===== src/rtl/definitions.sv =====
// Shared BeeF core types: opcode encoding and the branch sequencer state set.
package definitions;

  typedef enum logic [3:0] {
    NOP      = 4'd0,
    INC_PTR  = 4'd1,
    DEC_PTR  = 4'd2,
    INC_CELL = 4'd3,
    DEC_CELL = 4'd4,
    OUT      = 4'd5,
    IN       = 4'd6,
    CBF      = 4'd7,
    CBB      = 4'd8,
    HALT     = 4'd9
  } op_code;

  typedef enum logic [1:0] {
    RUN      = 2'd0,
    SCAN_FWD = 2'd1,
    SCAN_BWD = 2'd2,
    FAULT    = 2'd3
  } branch_state_t;

  localparam int BRANCH_DEPTH_W = 8;

endpackage


===== src/rtl/bracket_depth_counter.sv =====
// Bracket nesting depth: load-to-1, saturating up/down count, clear to 0.
module bracket_depth_counter #(
  parameter int W = 8
) (
  input  logic         clock,
  input  logic         reset,
  input  logic         load_one,
  input  logic         inc,
  input  logic         dec,
  input  logic         clear,
  output logic [W-1:0] count,
  output logic         at_one,
  output logic         at_max
);

  localparam logic [W-1:0] MAX = '1;
  localparam logic [W-1:0] ONE = W'(1);

  always_ff @(posedge clock) begin
    if (reset || clear) begin
      count <= '0;
    end else if (load_one) begin
      count <= ONE;
    end else if (inc && (count != MAX)) begin
      count <= count + ONE;
    end else if (dec && (count != '0)) begin
      count <= count - ONE;
    end
  end

  assign at_one = (count == ONE);
  assign at_max = (count == MAX);

endmodule


===== src/rtl/branch_sequencer.sv =====
// Loop-bracket resolver: takes over PC stepping on a taken CBF/CBB and scans
// for the matching bracket while suppressing side effects.
module branch_sequencer
  import definitions::*;
#(
  parameter int DEPTH_W = BRANCH_DEPTH_W
) (
  input  logic               clock,
  input  logic               reset,
  input  logic               instr_valid,
  input  op_code             instruction,
  input  logic               acc_zero,
  input  logic               pc_at_start,
  input  logic               pc_at_end,
  output logic               pc_inc,
  output logic               pc_dec,
  output logic               exec_enable,
  output logic               scan_active,
  output logic [DEPTH_W-1:0] depth,
  output logic               branch_error,
  output branch_state_t      state
);

  // instr_valid is a one-way qualifier (no ready): a cycle with it low is an
  // idle cycle, all step/enable outputs are 0 and no state or depth changes.
  branch_state_t next_state;
  logic cnt_load, cnt_inc, cnt_dec, cnt_clear;
  logic at_one, at_max;

  always_ff @(posedge clock) begin
    if (reset) begin
      state <= RUN;
    end else begin
      state <= next_state;
    end
  end

  always_comb begin
    next_state  = state;
    pc_inc      = 1'b0;
    pc_dec      = 1'b0;
    exec_enable = 1'b0;
    cnt_load    = 1'b0;
    cnt_inc     = 1'b0;
    cnt_dec     = 1'b0;
    cnt_clear   = 1'b0;
    if (instr_valid) begin
      case (state)
        RUN: begin
          if (instruction == CBF && acc_zero) begin
            next_state = SCAN_FWD;
            cnt_load   = 1'b1;
            pc_inc     = 1'b1;
          end else if (instruction == CBB && !acc_zero) begin
            next_state = SCAN_BWD;
            cnt_load   = 1'b1;
            pc_dec     = 1'b1;
          end else begin
            pc_inc      = 1'b1;
            exec_enable = 1'b1;
          end
        end
        SCAN_FWD: begin
          pc_inc = 1'b1;
          if (instruction == CBB && at_one) begin
            next_state = RUN;
            cnt_clear  = 1'b1;
          end else begin
            // A match wins over the end bound, so the bound is checked only here.
            if (pc_at_end) next_state = FAULT;
            if (instruction == CBF) begin
              if (at_max) next_state = FAULT;
              else        cnt_inc    = 1'b1;
            end else if (instruction == CBB) begin
              cnt_dec = 1'b1;
            end
          end
        end
        SCAN_BWD: begin
          if (instruction == CBF && at_one) begin
            next_state = RUN;
            cnt_clear  = 1'b1;
            pc_inc     = 1'b1;
          end else begin
            pc_dec = 1'b1;
            if (pc_at_start) next_state = FAULT;
            if (instruction == CBB) begin
              if (at_max) next_state = FAULT;
              else        cnt_inc    = 1'b1;
            end else if (instruction == CBF) begin
              cnt_dec = 1'b1;
            end
          end
        end
        default: begin
          next_state = FAULT;
        end
      endcase
    end
  end

  bracket_depth_counter #(.W(DEPTH_W)) u_depth (
    .clock    (clock),
    .reset    (reset),
    .load_one (cnt_load),
    .inc      (cnt_inc),
    .dec      (cnt_dec),
    .clear    (cnt_clear),
    .count    (depth),
    .at_one   (at_one),
    .at_max   (at_max)
  );

  assign scan_active  = (state == SCAN_FWD) || (state == SCAN_BWD);
  assign branch_error = (state == FAULT);

endmodule

===== config.mk =====
export PLATFORM = sky130hd
export DESIGN_NAME = branch_sequencer
export DESIGN_NICKNAME = d
export VERILOG_FILES = /design/src/rtl/definitions.sv /design/src/rtl/bracket_depth_counter.sv /design/src/rtl/branch_sequencer.sv
export SDC_FILE = /design/constraint.sdc
export NUM_CORES = 1
export LEC_CHECK = 0
export CAP_MARGIN = 5
export CORE_ASPECT_RATIO = 1.4
export CORE_UTILIZATION = 30
export CTS_BUF_LIST = sky130_fd_sc_hd__clkbuf_16
export CTS_CLUSTER_DIAMETER = 200
export CTS_CLUSTER_SIZE = 10
export DETAILED_ROUTE_END_ITERATION = 8
export GPL_TIMING_DRIVEN = 0
export HOLD_SLACK_MARGIN = 0.02
export PLACE_DENSITY_LB_ADDON = 0.15
export SETUP_SLACK_MARGIN = 0.05
export SYNTH_ARGS = -nofsm -noshare
export SYNTH_HDL_FRONTEND = slang
export SYNTH_HIERARCHICAL = 1
export SYNTH_SLANG_ARGS = --single-unit
export TNS_END_PERCENT = 20

===== constraint.sdc =====
create_clock -name clock -period 6.35 [get_ports clock]
set_input_delay 0.9525 -clock clock [delete_from_list [all_inputs] [get_ports clock]]
set_output_delay 0.9525 -clock clock [all_outputs]
set_load 0.01 [all_outputs]

==> results of run 1 <==
-- worst max-delay path: stages --
cell	delay [ps]
clkdlybuf4s50_1	460
nor4b_4	510
mux2i_1	240
and3_2	270
clkdlybuf4s50_1	470
-- stage by stage --
step	area [um^2]	power (W)	std cells
detailed placement	1326	0.0001401	193
finish	1405	0.0002534	197
global route	1405	0.0002674	197
global placement	1326	0.0001401	193
floorplan	1037	0.0001101	130
CTS	1405	0.0002567	197
-- cells in the mapped netlist, types with 2 or more instances --
cell type / number / area share
mux2i_1: 2 / 0.019
nand2_1: 9 / 0.033
dfxtp_1: 10 / 0.19
o21a_1: 2 / 0.014
o32ai_1: 2 / 0.017
nand4_1: 2 / 0.012
o211ai_1: 4 / 0.029
nor3_1: 4 / 0.019
a31oi_1: 3 / 0.018
and3_2: 3 / 0.022
nor2_1: 9 / 0.033
inv_1: 10 / 0.036
a22oi_1: 3 / 0.022
a21boi_2: 2 / 0.022
nor3b_1: 7 / 0.051
nand2b_1: 2 / 0.012
nor4b_1: 2 / 0.017
o21ai_0: 2 / 0.0097
a21oi_1: 7 / 0.034
nand3_1: 5 / 0.024
ha_1: 8 / 0.097
or3_1: 3 / 0.018
buf_6: 2 / 0.022
a211oi_1: 3 / 0.022
-- cell families (layout without fill, tap and decap cells) --
kind of cell,Yosys count,in the layout,synth area share
multiplexers,3,3,0.03016
adder cells (fa/ha/maj),8,8,0.09651
AND/OR/NAND/NOR,56,56,0.3329
AO/OA/AOI/OAI,39,39,0.2811
buffers and inverters,14,42,0.06634
flip-flops,10,10,0.1930
-- worst min-delay path by stage --
stage | start | to | slack, ps
2_1_floorplan | u_depth/count[1]$_SDFFE_PP0P_ | u_depth/count[1]$_SDFFE_PP0P_ | 560
3_3_place_gp | u_depth/count[1]$_SDFFE_PP0P_ | u_depth/count[1]$_SDFFE_PP0P_ | 560
3_5_place_dp | state[1]$_SDFFE_PP0P_ | state[1]$_SDFFE_PP0P_ | 580
4_1_cts | state[1]$_SDFFE_PP0P_ | state[1]$_SDFFE_PP0P_ | 580
5_1_grt | state[1]$_SDFFE_PP0P_ | state[1]$_SDFFE_PP0P_ | 620
6_report | u_depth/count[1]$_SDFFE_PP0P_ | u_depth/count[1]$_SDFFE_PP0P_ | 580
-- routing by layer --
metal / GRT usage / up-vias / part of all wire
met1: 0.1686 / 509 / 0.40
met2: 0.2799 / 33 / 0.51
li1: - / 558 / -
met5: 0 / - / 0
met3: 0.02760 / 9 / 0.049
met4: 0.1141 / 0 / 0.036
-- registers in the layout, indices dropped and copies added (netlist names) --
signal,flops
u_depth/count,8
state,2
-- cell usage in the layout, fill, tap and decap left out, types with 4 or more instances in the layout --
| cell | netlist | final |
|---|---|---|
| nor3_1 | 4 | 4 |
| nand2_1 | 9 | 9 |
| nor2_1 | 9 | 9 |
| clkdlybuf4s50_1 | 0 | 24 |
| dfxtp_1 | 10 | 10 |
| inv_1 | 10 | 10 |
| nand3_1 | 5 | 5 |
| ha_1 | 8 | 8 |
| a21oi_1 | 7 | 7 |
| nor3b_1 | 7 | 7 |
| o211ai_1 | 4 | 4 |
-- power breakdown --
group,internal [W],switching [W],leakage (nW)
clock network,0.0000827,0.0000314,0.0385
registers,0.0000654,0.00000318,0.0807
logic,0.0000372,0.0000335,0.391
total,0.000185,0.0000681,0.510
-- layout make-up --
| cell class | instances | area share |
|---|---|---|
| Multi-Input combinational cell | 106 | 0.5467 |
| Clock buffer | 3 | 0.05343 |
| Inverter | 10 | 0.02671 |
| Timing Repair Buffer | 24 | 0.1710 |
| Sequential cell | 10 | 0.1425 |
| Tap cell | 39 | 0.03473 |
| Clock inverter | 1 | 0.002671 |
| Buffer | 4 | 0.02226 |
==> results.yml, run 1 <==
detailed_routing:
  drt_iter0_drc: 37
  vias: 1109
  wl_per_cell_um: 13.93
  drc: 0
  viasPerCell: 5.629
  wirelength_mm: 2.745
  ant_nets: 0
  dr.pass1.iters: 5
setup_path:
  path_class: "input pin to output port"
  crit_start: "instruction[0]"
  ff2ff_setup_slack_ps: 3380
  rr_endpoint: "u_depth/count[2]$_SDFFE_PP0P_"
  startpoint_type: "input pin"
  r2r_start: "u_depth/count[1]$_SDFFE_PP0P_"
  worstPathRequired_ps: 5400
  arrival_ps: 2890
  endpoint_kind: "output port"
  cp_max_fo: 8
  cp-endpoint: "exec_enable"
  rr_worst_depth: 9
timing:
  fin_ws_ps: 2504
  slew_viol_final: 0
  finalSetupTns_ps: 0
  setup_viol: 0
  tightest_slew_ps: 648.5
  finalHoldViolCount: 0
  post-route-min-period_ps: 3846
  clock_skew_ps: 4.462
  max_freq_mhz: 260.0
  relSlewSlack: 0.5644
  rsz0062_at_grt: "false"
  finalCritPeriodShare: 0.6057
  hold-worst-slack_ps: 583.3
clocking:
  cts_setup_buffers: 0
  cts_resized: 0
  path_clk_slew_ps: 40
  clock-root-buffer: "clkbuf_16"
  htreeDepth: 1
  cts_tree: "yes"
  clk_latency_ps: 240
  clock-sinks: 10
  hold_buffers: 0
  cts_max_path_buffers: 2
  cts_buffers: 3
die:
  core-area_um2: 3213
  chipHeight_um: 71.58
  rows: 24
  start_util: 0.3228
  die_area_um2: 3700
  die_w_um: 51.70
  io_pins: 25
layout:
  finish.net_count: 177
  antenna_cells: 0
  drive_above_1_share: 0.1266
  finish.utilization: 0.4373
  final-seq-area_um2: 200.2
  area_delta_synth_final_pct: 35.46
  multi_input_area_um2: 768.2
  nFillCells: 332
yosys:
  synth_edf_count: 0
  synth_ff_type: "dfxtp_1"
  synth_seq_area_share: 0.1930
  yosys.cell_types.count: 48
  yosysWarningCount: 6
  syn_avg_cell_area_um2: 7.979
  synth_fp_nets: 148
  synthArstFlopShare: 0
  syn_area_um2: 1037
  synth-seq-cells: 10
  synth_cells: 130
global_route:
  antenna_found_initial: 0
  grt-ovfl-total: 0
  first_global_vias: 1015
  grt_first_pass_wirelength_mm: 4.464
  grt_use_total: 0.1607
  grt_max_degree: 10
power_and_ir_drop:
  vdd_drop_max_mv: 0.1429
  p_per_area_nw_per_um2: 180.3
  p_leak_nw: 0.5104
placement:
  gp_congestion: 0.8672
  io_buffers: 24
  dp_hpwl_mm: 2.151
  pre_cts_ws_ps: 2494
flow_run:
  max_cap_viol_count: 0
min_path:
  worstHoldPathCells: 2
  hold_class: "flop to flop"
outcome:
  outcome: "finished clean"
No activity file was read; power rests on OpenSTA's default activity.
==> inputs of run 2 (changes only) <==
clock period = 3.35 ns   (was 6.35 ns; I/O delays follow)
==> results of run 2 <==
Same layout as run 1 (identical final DEF). Status: finished clean.
Among the figures that moved: setup slack after placement 2494 ps -> 20.28 ps; setup slack after layout 2504 ps -> 207.0 ps; end point of the critical path exec_enable -> u_depth/count[2]$_SDFFE_PP0P_; register-to-register setup slack 3380 ps -> 380 ps; total power 0.0002534 W -> 0.0004803 W; worst IR drop on VDD 0.1429 mV -> 0.2708 mV
